**src/rtl/fp_div_pkg.sv**
```systemverilog
// fp_div_pkg: shared constants, controller state and adder operand-select encoding for the mantissa divider.
// Rev 1.0
`default_nettype none

package fp_div_pkg;

  localparam int MW = 24;      // mantissa width including hidden bit
  localparam int AW = MW + 2;  // adder / remainder width
  localparam int QB = MW + 3;  // raw quotient bits (1 integer + 26 fraction)
  localparam int CW = 5;       // iteration counter width

  typedef enum logic [2:0] {
    IDLE = 3'd0,
    LOAD = 3'd1,
    ITER = 3'd2,
    NORM = 3'd3,
    DONE = 3'd4
  } state_t;

  // SEL_NEG forms ~D + 1; SEL_SUB forms R + (-D); SEL_NONE parks the adder at zero.
  typedef enum logic [1:0] {
    SEL_NONE = 2'd0,
    SEL_NEG  = 2'd1,
    SEL_SUB  = 2'd2
  } add_sel_t;

  function automatic logic [AW-1:0] widen(input logic [MW-1:0] m);
    return {2'b00, m};
  endfunction

endpackage

`default_nettype wire

```
**src/rtl/mant_div_seq_if.sv**
```systemverilog
// mant_div_seq_if: request/result bundle between the divide front end and mant_div_seq.
// Rev 1.0
`default_nettype none

interface mant_div_seq_if;
  import fp_div_pkg::*;

  logic          start;
  logic [MW-1:0] a_mant;
  logic [MW-1:0] b_mant;
  logic          flush;
  logic          busy;
  logic          done;
  logic [AW-1:0] quot;
  logic          sticky;
  logic          exp_dec;
  logic          div_zero;

  modport master (
    output start, a_mant, b_mant, flush,
    input  busy, done, quot, sticky, exp_dec, div_zero
  );

  modport slave (
    input  start, a_mant, b_mant, flush,
    output busy, done, quot, sticky, exp_dec, div_zero
  );

endinterface

`default_nettype wire

```
**src/rtl/mant_div_seq_cladiv.sv**
```systemverilog
// cladiv: combinational carry-lookahead adder, 4-bit lookahead groups with group-carry chain; s[SIZE] is carry out.
// Rev 1.0
`default_nettype none

module cladiv #(
  parameter int SIZE = 26
) (
  input  logic [SIZE-1:0] in1,
  input  logic [SIZE-1:0] in2,
  output logic [SIZE:0]   s
);

  localparam int NG = (SIZE + 3) / 4;
  localparam int PW = NG * 4;

  logic [PW-1:0] w_a;
  logic [PW-1:0] w_b;
  logic [PW-1:0] w_g;
  logic [PW-1:0] w_p;
  logic [PW-1:0] w_c;
  logic [PW-1:0] w_sum;
  logic [NG:0]   w_gc;
  logic          w_unused;

  assign w_a   = PW'(in1);
  assign w_b   = PW'(in2);
  assign w_g   = w_a & w_b;
  assign w_p   = w_a ^ w_b;
  assign w_gc[0] = 1'b0;

  generate
    for (genvar k = 0; k < NG; k++) begin : g_grp
      logic [3:0] w_gg;
      logic [3:0] w_pp;
      assign w_gg = w_g[4*k +: 4];
      assign w_pp = w_p[4*k +: 4];

      assign w_c[4*k]   = w_gc[k];
      assign w_c[4*k+1] = w_gg[0] | (w_pp[0] & w_gc[k]);
      assign w_c[4*k+2] = w_gg[1] | (w_pp[1] & w_gg[0]) | (w_pp[1] & w_pp[0] & w_gc[k]);
      assign w_c[4*k+3] = w_gg[2] | (w_pp[2] & w_gg[1]) | (w_pp[2] & w_pp[1] & w_gg[0])
                        | (w_pp[2] & w_pp[1] & w_pp[0] & w_gc[k]);
      assign w_gc[k+1]  = w_gg[3] | (w_pp[3] & w_gg[2]) | (w_pp[3] & w_pp[2] & w_gg[1])
                        | (w_pp[3] & w_pp[2] & w_pp[1] & w_gg[0]) | ((&w_pp) & w_gc[k]);
    end
  endgenerate

  assign w_sum = w_p ^ w_c;

  // Operands are zero-padded, so the carry into bit SIZE is the true carry out.
  assign s = {w_c[SIZE], w_sum[SIZE-1:0]};

  assign w_unused = &{1'b0, w_gc[NG], w_sum[PW-1:SIZE], w_c[PW-1:SIZE+1]};

endmodule

`default_nettype wire

```
**src/rtl/mant_div_seq.sv**
```systemverilog
// mant_div_seq: restoring mantissa divider sharing one CLA adder; emits normalised quotient, sticky and exponent decrement.
// Rev 1.0
`default_nettype none

module mant_div_seq
  import fp_div_pkg::*;
(
  input  logic           clk,
  input  logic           rst,
  mant_div_seq_if.slave  bus
);

  state_t        r_state;
  state_t        w_next;
  add_sel_t      w_sel;
  logic          w_busy;
  logic          w_done;

  logic [CW-1:0] r_cnt;
  logic [AW-1:0] r_rem;
  logic [AW-1:0] r_div;
  logic [AW-1:0] r_neg_d;
  logic [QB-1:0] r_q;

  logic [AW-1:0] r_quot;
  logic          r_sticky;
  logic          r_exp_dec;
  logic          r_div_zero;

  logic [AW-1:0] w_in1;
  logic [AW-1:0] w_in2;
  logic [AW:0]   w_sum;
  logic          w_ge;
  logic          w_accept;
  logic          w_zero_b;
  logic          w_last;

  logic [AW-1:0] w_norm_quot;
  logic          w_norm_sticky;
  logic          w_norm_exp_dec;

  assign w_accept = bus.start & ~bus.flush;
  assign w_zero_b = (bus.b_mant == '0);
  assign w_last   = (r_cnt == CW'(QB - 1));
  assign w_ge     = w_sum[AW];

  always_ff @(posedge clk or posedge rst) begin
    if (rst) begin
      r_state <= IDLE;
    end else begin
      r_state <= w_next;
    end
  end

  always_comb begin
    w_next = r_state;
    w_sel  = SEL_NONE;
    w_busy = 1'b1;
    w_done = 1'b0;
    case (r_state)
      IDLE: begin
        w_busy = 1'b0;
        if (w_accept) begin
          w_next = w_zero_b ? DONE : LOAD;
        end
      end
      LOAD: begin
        w_sel  = SEL_NEG;
        w_next = bus.flush ? IDLE : ITER;
      end
      ITER: begin
        w_sel = SEL_SUB;
        if (bus.flush) begin
          w_next = IDLE;
        end else if (w_last) begin
          w_next = NORM;
        end
      end
      NORM: begin
        w_next = bus.flush ? IDLE : DONE;
      end
      DONE: begin
        w_done = 1'b1;
        w_next = IDLE;
      end
      default: begin
        w_next = IDLE;
      end
    endcase
  end

  always_comb begin
    w_in1 = '0;
    w_in2 = '0;
    case (w_sel)
      SEL_NEG: begin
        w_in1 = ~r_div;
        w_in2 = AW'(1);
      end
      SEL_SUB: begin
        w_in1 = r_rem;
        w_in2 = r_neg_d;
      end
      default: begin
        w_in1 = '0;
        w_in2 = '0;
      end
    endcase
  end

  cladiv #(
    .SIZE (AW)
  ) u_cladiv (
    .in1 (w_in1),
    .in2 (w_in2),
    .s   (w_sum)
  );

  // Quotient below 1 drops the leading zero and borrows a bit from the exponent.
  always_comb begin
    if (r_q[QB-1]) begin
      w_norm_quot    = r_q[QB-1:1];
      w_norm_sticky  = r_q[0] | (r_rem != '0);
      w_norm_exp_dec = 1'b0;
    end else begin
      w_norm_quot    = r_q[QB-2:0];
      w_norm_sticky  = (r_rem != '0);
      w_norm_exp_dec = 1'b1;
    end
  end

  always_ff @(posedge clk or posedge rst) begin
    if (rst) begin
      r_cnt      <= '0;
      r_rem      <= '0;
      r_div      <= '0;
      r_neg_d    <= '0;
      r_q        <= '0;
      r_quot     <= '0;
      r_sticky   <= 1'b0;
      r_exp_dec  <= 1'b0;
      r_div_zero <= 1'b0;
    end else begin
      case (r_state)
        IDLE: begin
          if (w_accept) begin
            r_rem <= widen(bus.a_mant);
            r_div <= widen(bus.b_mant);
            r_q   <= '0;
            r_cnt <= '0;
            if (w_zero_b) begin
              r_quot     <= '0;
              r_sticky   <= 1'b0;
              r_exp_dec  <= 1'b0;
              r_div_zero <= 1'b1;
            end
          end
        end
        LOAD: begin
          if (!bus.flush) begin
            r_neg_d <= w_sum[AW-1:0];
          end
        end
        ITER: begin
          if (!bus.flush) begin
            r_q   <= {r_q[QB-2:0], w_ge};
            r_rem <= w_ge ? {w_sum[AW-2:0], 1'b0} : {r_rem[AW-2:0], 1'b0};
            r_cnt <= r_cnt + CW'(1);
          end
        end
        NORM: begin
          if (!bus.flush) begin
            r_quot     <= w_norm_quot;
            r_sticky   <= w_norm_sticky;
            r_exp_dec  <= w_norm_exp_dec;
            r_div_zero <= 1'b0;
          end
        end
        default: begin
        end
      endcase
    end
  end

  assign bus.busy     = w_busy;
  assign bus.done     = w_done;
  assign bus.quot     = r_quot;
  assign bus.sticky   = r_sticky;
  assign bus.exp_dec  = r_exp_dec;
  assign bus.div_zero = r_div_zero;

endmodule

`default_nettype wire

```
**src/flat_wrapper.sv**
```systemverilog
// flat-port wrapper written by rule: the top's interface ports become plain ports
module mant_div_seq_flat import fp_div_pkg::*;
  (clk, rst, bus_start, bus_a_mant, bus_b_mant, bus_flush, bus_busy, bus_done, bus_quot, bus_sticky, bus_exp_dec, bus_div_zero);
  mant_div_seq_if bus_i ();
  input  logic clk;
  input  logic rst;
  input wire logic [$bits(bus_i.start)-1:0] bus_start;
  input wire logic [$bits(bus_i.a_mant)-1:0] bus_a_mant;
  input wire logic [$bits(bus_i.b_mant)-1:0] bus_b_mant;
  input wire logic [$bits(bus_i.flush)-1:0] bus_flush;
  output wire logic [$bits(bus_i.busy)-1:0] bus_busy;
  output wire logic [$bits(bus_i.done)-1:0] bus_done;
  output wire logic [$bits(bus_i.quot)-1:0] bus_quot;
  output wire logic [$bits(bus_i.sticky)-1:0] bus_sticky;
  output wire logic [$bits(bus_i.exp_dec)-1:0] bus_exp_dec;
  output wire logic [$bits(bus_i.div_zero)-1:0] bus_div_zero;
  assign bus_i.start = bus_start;
  assign bus_i.a_mant = bus_a_mant;
  assign bus_i.b_mant = bus_b_mant;
  assign bus_i.flush = bus_flush;
  assign bus_busy = bus_i.busy;
  assign bus_done = bus_i.done;
  assign bus_quot = bus_i.quot;
  assign bus_sticky = bus_i.sticky;
  assign bus_exp_dec = bus_i.exp_dec;
  assign bus_div_zero = bus_i.div_zero;
  mant_div_seq u_core (.clk(clk), .rst(rst), .bus(bus_i));
endmodule
```
**config.mk**
```make
export PLATFORM = sky130hd
export DESIGN_NAME = mant_div_seq_flat
export DESIGN_NICKNAME = d
export VERILOG_FILES = /design/src/rtl/fp_div_pkg.sv /design/src/rtl/mant_div_seq_if.sv /design/src/rtl/mant_div_seq_cladiv.sv /design/src/rtl/mant_div_seq.sv /design/src/flat_wrapper.sv
export SDC_FILE = /design/constraint.sdc
export NUM_CORES = 1
export LEC_CHECK = 0
export CAP_MARGIN = 20
export CORE_ASPECT_RATIO = 1.4
export CORE_MARGIN = 5
export CORE_UTILIZATION = 30
export CTS_CLUSTER_SIZE = 24
export DETAILED_ROUTE_END_ITERATION = 12
export PLACE_DENSITY = 0.53
export SYNTH_ARGS = -nofsm -noshare
export SYNTH_HDL_FRONTEND = slang
export SYNTH_SLANG_ARGS = --single-unit
export TNS_END_PERCENT = 50
```
**constraint.sdc**
```tcl
create_clock -name clk -period 12.7 [get_ports clk]
set_input_delay 3.81 -clock clk [delete_from_list [all_inputs] [get_ports clk]]
set_output_delay 3.81 -clock clk [all_outputs]
set_load 0.05 [all_outputs]
```
Yosys cells after proc, flatten, opt, wreduce, memory -nomap -nowiden:

Cells that the tools add are included.

* reduce and logical (&&, ||, !) cells: 15
* multiplexer cells: 39
* bitwise logic cells: 154
* add/sub/neg operators: 1
* eq/ne operators: 12

Operator list (number)
* one-hot mux 26 bit (2 select lines): 4
* two-way mux 26 bit: 7
* AND 1 bit: 89
* OR 1 bit: 60
* two-way mux 27 bit: 2
* one-hot mux 27 bit (2 select lines): 1
* XOR 26 bit: 2
* AND 26 bit: 1
* inverter 24 -> 26 bit: 1
* nonzero test 26 bit: 1
* logical NOT 24 bit: 1
* AND reduction 4 bit: 6
* two-way mux 3 bit: 5
* one-hot mux 3 bit (4 select lines): 1
* two-way mux 1 bit: 11
* two-way mux 5 bit: 2
* one-hot mux 5 bit (2 select lines): 1
* equality test 3 x 2 -> 1 bit (second input constant): 2
* one-hot mux 1 bit (2 select lines): 3
* AND reduction 2 bit: 3
* adder 5 x 1 -> 5 bit (second input constant): 1
* equality test 5 bit (second input constant): 1
* inequality test 2 x 1 -> 1 bit (second input constant): 2
* inequality test 2 bit (second input constant): 2
* other kinds (11): 12

* output and inout port bits: 31
* register bits: 140
* logic and storage cells: 231

Depth between registers and ports, before layout:

Gate-level depths: netlist (run 1).

* depth in word-level cells: 25
* depth in mapped cells: 19

Hierarchy:

From an unflattened synthesis (run 1), not the netlist that was laid out.

* cells, all modules: 937
* area, all modules: 8161.6 sq um

Modules (own cells, without submodules)
* mant_div_seq: cells an instance 800, area an instance 7043.0 sq um, times used 1
* cladiv: cells an instance 137, area an instance 1118.6 sq um, times used 1

Least setup slack after synthesis (run 1):

No wires, ideal clock.

* kind: register -> output
* start: register u_core.r_state[0]
* end: output bus_done
* path slack: 7293 ps
* required time: 8890 ps
* arrival: 1597 ps
* path buffers: 0
* stages on the path, launching flop included: 2
* cells stage by stage: dfrtp_1 nor3b_1

* cells in the longest elaborated chain, start to end: 2

Ends and longest elaborated chain
* from (decl): RTL line mant_div_seq.sv:13 `state_t r_state;`
* from (signal assigned): RTL line mant_div_seq.sv:51 `r_state <= w_next;`
* equality test 3 bit: RTL line mant_div_seq.sv:60 `case (r_state)`
* two-way mux 1 bit: RTL line mant_div_seq.sv:60
* to (decl): RTL line flat_wrapper.sv:12 `output wire logic [$bits(bus_i.done)-1:0] bus_done;`

No other way between the ends.

Worst setup path in the final report (run 1):

* start: register u_core.r_state[0]
* end: output bus_busy

* cells in the longest elaborated chain, start to end: 2

Ends and longest elaborated chain
* logical NOT 3 bit: RTL line mant_div_seq.sv:60
* two-way mux 1 bit: RTL line mant_div_seq.sv:60
* to (decl): RTL line flat_wrapper.sv:11 `output wire logic [$bits(bus_i.busy)-1:0] bus_busy;`

No other way between the ends.

==> results of run 1 <==
-- sequential cells by signal (all words and copies together), names as in the netlist --
register	flops
u_core.bus.sticky	1
u_core.bus.div_zero	1
u_core.bus.exp_dec	1
u_core.r_rem	26
u_core.r_neg_d	26
u_core.r_div	24
u_core.r_cnt	5
u_core.r_state	3
u_core.bus.quot	26
u_core.r_q	27
-- worst min-delay path: stages, from the launching register on --
cell and delay [ps]:
dfrtp_1 330, nand2_1 50, nand2_1 60
-- final timing paths --
path / startpoint / to / cells past startpoint
min in group asynchronous: rst / u_core.bus.quot[4]$_DFFE_PP0P_ / 2
max in group asynchronous: rst / u_core.r_div[2]$_DFFE_PP0P_ / 3
worst max register to register: u_core.r_state[1]$_DFFE_PP0P_ / u_core.r_rem[25]$_DFFE_PP0P_ / 18
worst min register to register: u_core.r_div[2]$_DFFE_PP0P_ / u_core.r_div[2]$_DFFE_PP0P_ / 2
worst max-delay path: u_core.r_state[0]$_DFFE_PP0P_ / bus_busy / 3
worst min-delay path: u_core.r_div[2]$_DFFE_PP0P_ / u_core.r_div[2]$_DFFE_PP0P_ / 2
-- power by group through the flow --
stage | combinational, mW | sequential, mW | clock [mW]
4_1_cts | 0.612 | 0.664 | 0.492
5_1_grt | 0.675 | 0.680 | 0.512
3_5_place_dp | 0.609 | 0.670 | 0
6_report | 0.605 | 0.664 | 0.484
2_1_floorplan | 0.415 | 0.661 | 0
3_3_place_gp | 0.604 | 0.670 | 0
-- cell families after synthesis --
| kind of cell | count (synthesis) | share of synthesized area |
|---|---|---|
| buf+inv | 83 | 0.0451 |
| xor+xnor | 19 | 0.0217 |
| flops | 140 | 0.456 |
| fa+ha+maj | 37 | 0.0671 |
| simple gates | 271 | 0.162 |
| mux | 64 | 0.0862 |
| compound gates | 199 | 0.161 |
-- cells in the final DEF, fill, tap and decap left out, drive strengths merged, types with 9 or more instances in the layout --
cell type and instances:
a21oi 50, a22o 27, a22oi 9, and2 23, buf 12, clkbuf 18, clkdlybuf4s50 82, dfrtp 140
ha 30, inv 42, mux2 17, mux2i 47, nand2 143, nand2b 16, nor2 37, nor4 12
o21ai 77, o22ai 9, or3 15, xnor2 13
-- metrics by stage --
stage	utilization	total power [mW]	instances
after floorplan	-	1.08	813
after CTS	0.371	1.77	1211
after global routing	0.371	1.87	1211
final	0.371	1.75	1211
after global placement	0.349	1.27	1179
after detailed placement	0.349	1.28	1179
-- metal layers --
metal | GRT usage | vias up | wire length (um)
li1 | - | 2961 | -
met1 | 0.191 | 2948 | 9670
met4 | 0.0622 | 0 | 592
met2 | 0.245 | 99 | 10400
met5 | 0 | - | 0
met3 | 0.0349 | 32 | 873
-- cell type report --
class | instances | area share
multi-input cells | 590 | 0.412
clock inverters | 14 | 0.0136
well taps | 319 | 0.0425
inverters | 36 | 0.0149
clock buffers | 18 | 0.0468
flip-flops and latches | 140 | 0.373
repair buffers | 94 | 0.0970
==> qor.csv, run 1 <==
stage;metric;value;unit
placement;dp_slack;6400;ps
cts;cts_tree;done;
detailed_routing;dr_total_vias;6040;
timing;drv_slew;0;
yosys;synth_top_cell_by_area;dfrtp_1;
detailed_routing;ant_nets;0;
yosys;yosysSeqAreaShare;0.456;
worst_setup_path;cp_max_fo;7;
worst_hold_path;min_path_type;reg -> reg;
power;p_comb_frac;0.345;
detailed_routing;wirelength;21500;um
yosys;synth_commonest_cells;142 x nand2_1, 140 x dfrtp_1, 75 x o21ai_0;
worst_setup_path;slowest_delay;750;ps
cts;htreeDepth;4;
yosys;yosysTopAreaCellShare;0.456;
placement;port_buffers;82;
yosys;synth_cell_types;52;
timing;worst_slew_pin_slew;1050;ps
power;powerDensity;187;nW/um^2
finish;layout.nets;968;
worst_setup_path;crit_slowest_cell;clkdlybuf4s50_1;
global_route;grt_pass1_wl;34600;um
timing;rsz0062_at_grt;no;
floorplan;die-area;28900;sq um
timing;fin_crit_sh;0.471;
yosys;yosysMostFrequentCell;nand2_1;
cts;clk_pin_slew_worst_paths;70;ps
yosys;synth.avg_cell_area;9.44;sq um
timing;setup_violations;0;
run_status;status;completed;
finish;ff_latch_area;3500;sq um
cts;postCtsSetupRepairBufs;0;
placement;hpwl;14700;um
detailed_routing;wire_per_inst;17.8;um
detailed_routing;drc;0;
worst_setup_path;r2r_setup_slack;7520;ps
power;internal-power;1.06;mW
cts;cts_root_buf;clkbuf_16;
yosys;yosysWarnings;0;
worst_setup_path;startpoint_type;flip-flop;
global_route;grt_pass1_vias;6173;
yosys;syn_nets;902;
timing;period_minus_slack;5990;ps
power;pwr-share-clk;0.276;
cts;cts_buffers;17;
timing;tns;0;ps
finish;areaGrowthSynthToFinish;22.2;%
global_route;overflow;0;
timing;hold_ws;464;ps
yosys;synth-edff-count;0;
cts;cts_max_path_buffers;2;
cts;clkLatencyLatePin;440;ps
placement;postPlaceCellArea;8820;sq um
worst_setup_path;endpoint_kind;primary output;
floorplan;die_w;145;um
detailed_routing;drt-vias-per-instance;4.99;
timing;setup_ws;6710;ps
finish;multi_input_area;3870;sq um
timing;finClkSkew;16.5;ps
global_route;grt_start_max_net_pins;72;
yosys;synthTopCellsByArea;dfrtp_1 46%, nand2_1 6.9%, mux2i_1 6.1%;
floorplan;io_pins;83;
finish;n_fill_cell;2594;
yosys;syn_area;7680;sq um
detailed_routing;firstDrtPassIters;4;
flow_run;maxCapViolCount;0;
yosys;ys_ff_latch;140;
global_route;grt_use_total;0.150;
yosys;synth-async-reset-ratio;1.00;
yosys;synth_ff_type;dfrtp_1;
timing;max_freq;167;MHz
power;switchingPower;0.695;mW
finish;antenna_cells;0;
floorplan;initial_core_util;0.304;
worst_setup_path;cp_cell_sequence;nor3_1 -> inv_1 -> clkdlybuf4s50_1;
floorplan;num_rows;69;
timing;slew_headroom;0.297;
power;share_seq_of_total_power;0.379;
finish;final_layout_size_suffix_gt1_frac;0.0852;
cts;cts_resized;0;
cts;hold_buffers;0;
timing;hold_viol_final;0;
floorplan;dieHeight;199;um
power;peakVddDrop;102;uV
yosys;synthCells;813;
detailed_routing;drtIter0Drc;323;
placement;gp_congestion;0.799;
worst_setup_path;critPathBufInv;2;
power;p_leak;4.04;nW
cts;clock-sinks;140;
floorplan;core;25300;sq um
worst_setup_path;worstSetupPathType;reg -> out;
global_route;antenna_found_initial;0;
power;swShare;0.396;
worst_setup_path;path_delay_family;buffers and inverters;
worst_setup_path;arrival;2180;ps
finish;finalInstanceArea;9390;sq um
worst_setup_path;required;8890;ps
(Power assumes the default switching activity.)
==> run 2: changes to the inputs <==
--- a/config.mk
+++ b/config.mk
@@ -11,7 +11,7 @@
 export CORE_UTILIZATION = 30
 export CTS_CLUSTER_SIZE = 24
 export DETAILED_ROUTE_END_ITERATION = 12
-export PLACE_DENSITY = 0.53
+export PLACE_DENSITY = 0.54
 export SYNTH_ARGS = -nofsm -noshare
 export SYNTH_HDL_FRONTEND = slang
 export SYNTH_SLANG_ARGS = --single-unit
==> constraint.sdc (replaced) <==
create_clock -name clk -period 5 [get_ports clk]
set_input_delay 1.5 -clock clk [delete_from_list [all_inputs] [get_ports clk]]
set_output_delay 1.5 -clock clk [all_outputs]
set_load 0.05 [all_outputs]
==> run 2 against run 1 <==
Effect of this change:
- clock-buffer cell count up 1
- cell count up 0.83%
- flip-flop and latch count unchanged
- worst setup slack worse by 6200 ps
- final area up 1.0%
- via count up 0.12%
- power rose to 2.6 times the previous value
- critical path type is now reg -> reg
- critical endpoint is now u_core.r_rem[25]$_DFFE_PP0P_
- largest power group unchanged
==> qor.csv, run 2 (same netlist as run 1, synthesis figures left out) <==
stage;metric;value;unit;change
run_status;status;completed;;
flow_run;maxCapViolCount;0;;unchanged
placement;gp_congestion;0.866;;+8.3%
finish;final_layout_size_suffix_gt1_frac;0.0931;;+0.00792
global_route;grt_use_total;0.152;;+0.00229
cts;cts_buffers;17;;unchanged
detailed_routing;dr_total_vias;6047;;+0.12%
detailed_routing;wirelength;21400;um;-0.78%
timing;max_freq;225;MHz;
placement;dp_slack;612;ps;-5780 ps
finish;largest_reg_flops;27;;unchanged
floorplan;core;25300;sq um;unchanged
timing;setup_ws;561;ps;-6150 ps
detailed_routing;drtIter0Drc;301;;-6.8%
timing;drv_slew;0;;unchanged
floorplan;num_rows;69;;unchanged
global_route;antenna_found_initial;0;;unchanged
worst_setup_path;slowest_delay;630;ps;-120 ps
worst_setup_path;startpoint_type;flip-flop;;
finish;largest-register;u_core.r_q;;
power;peakVddDrop;303;uV;+200%
global_route;grt_start_max_net_pins;50;;-31%
timing;setup_violations;0;;unchanged
finish;final_common_cell;nand2_1;;
detailed_routing;drt-vias-per-instance;4.95;;-0.70%
finish;antenna_cells;0;;unchanged
cts;clock-sinks;140;;unchanged
placement;port_buffers;82;;unchanged
floorplan;io_pins;83;;unchanged
cts;postCtsSetupRepairBufs;0;;unchanged
finish;layout.nets;978;;+1.0%
finish;final_cell_mix;142 x nand2_1, 140 x dfrtp_1, 82 x clkdlybuf4s50_1;;
worst_setup_path;crit_path_start;u_core.r_state[0]$_DFFE_PP0P_;;
cts;clk_pin_slew_worst_paths;70;ps;about the same
timing;hold_viol_final;0;;unchanged
worst_setup_path;endpoint_kind;flip-flop;;
floorplan;die_w;145;um;unchanged
worst_setup_path;r2r_setup_slack;560;ps;-6960 ps
timing;tns;0;ps;unchanged
cts;cts_tree;done;;
cts;cts_root_buf;clkbuf_16;;
worst_setup_path;cp_max_fo;13;;+6
worst_hold_path;min_path_type;reg -> reg;;
worst_setup_path;crit_slowest_cell;ha_1;;
floorplan;initial_core_util;0.304;;unchanged
floorplan;dieHeight;199;um;unchanged
timing;period_minus_slack;4440;ps;
global_route;overflow;0;;unchanged
global_route;grt_pass1_vias;6371;;+3.2%
timing;slew_headroom;0.500;;+0.202
worst_setup_path;cp_cell_sequence;nor3b_1 -> ha_1 -> a22oi_1 -> nor2_1 -> ha_1 -> a21oi_1 -> o22ai_2 -> a31oi_2 -> a2111oi_4 -> nor3_1 -> o21bai_1 -> a21oi_1 -> fa_1 -> mux2i_1 -> a22o_1;;
power;p_leak;4.10;nW;+1.4%
cts;cts_resized;0;;unchanged
worst_setup_path;worstSetupPathType;reg -> reg;;
finish;areaGrowthSynthToFinish;23.5;%;
detailed_routing;wire_per_inst;17.5;um;-1.6%
power;powerDensity;475;nW/um^2;+150%
worst_setup_path;rr_startpoint;u_core.r_state[0]$_DFFE_PP0P_;;
detailed_routing;firstDrtPassIters;5;;+1
timing;finClkSkew;8.94;ps;-7.59 ps
cts;cts_max_path_buffers;2;;unchanged
cts;clkLatencyLatePin;430;ps;about the same
finish;n_fill_cell;2534;;-2.3%
timing;fin_crit_sh;0.888;;
global_route;grt_pass1_wl;35000;um;+1.3%
placement;hpwl;15400;um;+4.5%
detailed_routing;drc;0;;unchanged
timing;worst_slew_pin_slew;749;ps;-303 ps
floorplan;die-area;28900;sq um;unchanged
worst_setup_path;r2r_end;u_core.r_rem[25]$_DFFE_PP0P_;;
worst_setup_path;arrival;4810;ps;+2630 ps
worst_setup_path;endpoint;u_core.r_rem[25]$_DFFE_PP0P_;;
detailed_routing;ant_nets;0;;unchanged
worst_setup_path;reg2reg_depth;15;;-3
timing;rsz0062_at_grt;no;;
cts;htreeDepth;4;;unchanged
cts;hold_buffers;0;;unchanged
worst_setup_path;required;5370;ps;-3520 ps
## run 2: changes by cell type in the layout (fill, tap and decap cells not counted), sizes merged
cell	previous run	this run
buf	12	22
bufinv	0	1
clkbuf	18	19
inv	42	40
## run 2: power by group
group	leakage, nW	switching, mW	internal (mW)	total (mW)
combinational	1.99	0.959	0.597	1.56
clock	0.277	0.524	0.709	1.23
sequential	1.83	0.260	1.45	1.71
## run 2: critical path, delay by kind of cell (launching register included)
kind                     cells  cell delay (ps)
AO/OA/AOI/OAI                8             1550
adder cells (fa/ha/maj)      3             1340
flip-flops                   1              450
AND/OR/NAND/NOR              3              890
multiplexers                 1              150
## run 2: stage by stage
step / util / cell area, sq um / hold WS [ps] / power (mW) / instances
3_5_place_dp: 0.352 / 8910 / 464 / 3.29 / 1189
5_1_grt: 0.375 / 9480 / 510 / 4.82 / 1221
4_1_cts: 0.375 / 9480 / 478 / 4.55 / 1221
3_3_place_gp: 0.352 / 8910 / 457 / 3.27 / 1189
2_1_floorplan: - / 7680 / 437 / 2.73 / 813
6_report: 0.375 / 9480 / 476 / 4.50 / 1221
## run 2: how the worst min path moves through the flow
stage | startpoint | slack (ps) | cells past startpoint | endpoint
5_1_grt | u_core.r_neg_d[8]$_DFFE_PP0P_ | 510 | 2 | u_core.r_neg_d[8]$_DFFE_PP0P_
3_3_place_gp | u_core.r_neg_d[23]$_DFFE_PP0P_ | 460 | 2 | u_core.r_neg_d[23]$_DFFE_PP0P_
4_1_cts | u_core.r_neg_d[23]$_DFFE_PP0P_ | 480 | 2 | u_core.r_neg_d[23]$_DFFE_PP0P_
2_1_floorplan | u_core.r_div[0]$_DFFE_PP0P_ | 440 | 2 | u_core.r_div[0]$_DFFE_PP0P_
6_report | u_core.r_neg_d[23]$_DFFE_PP0P_ | 480 | 2 | u_core.r_neg_d[23]$_DFFE_PP0P_
3_5_place_dp | u_core.r_neg_d[23]$_DFFE_PP0P_ | 460 | 2 | u_core.r_neg_d[23]$_DFFE_PP0P_
## run 2: per-layer routing
layer	vias to the layer above	routed length [um]	GRT usage	part of all wire
met2	126	10600	0.251	0.50
li1	2968	-	-	-
met4	0	480	0.0598	0.022
met3	25	1020	0.0388	0.048
met5	-	0	0	0
met1	2928	9280	0.191	0.43
## run 2: area by class of cell
class	count	area, sq um	share of cell area
Sequential cell	140	3500	0.369
Tap cell	319	399	0.0421
Clock buffer	19	443	0.0467
Inverter	36	139	0.0146
Multi-Input combinational cell	590	3860	0.407
Timing Repair Buffer	104	1010	0.107
Clock inverter	13	131	0.0139
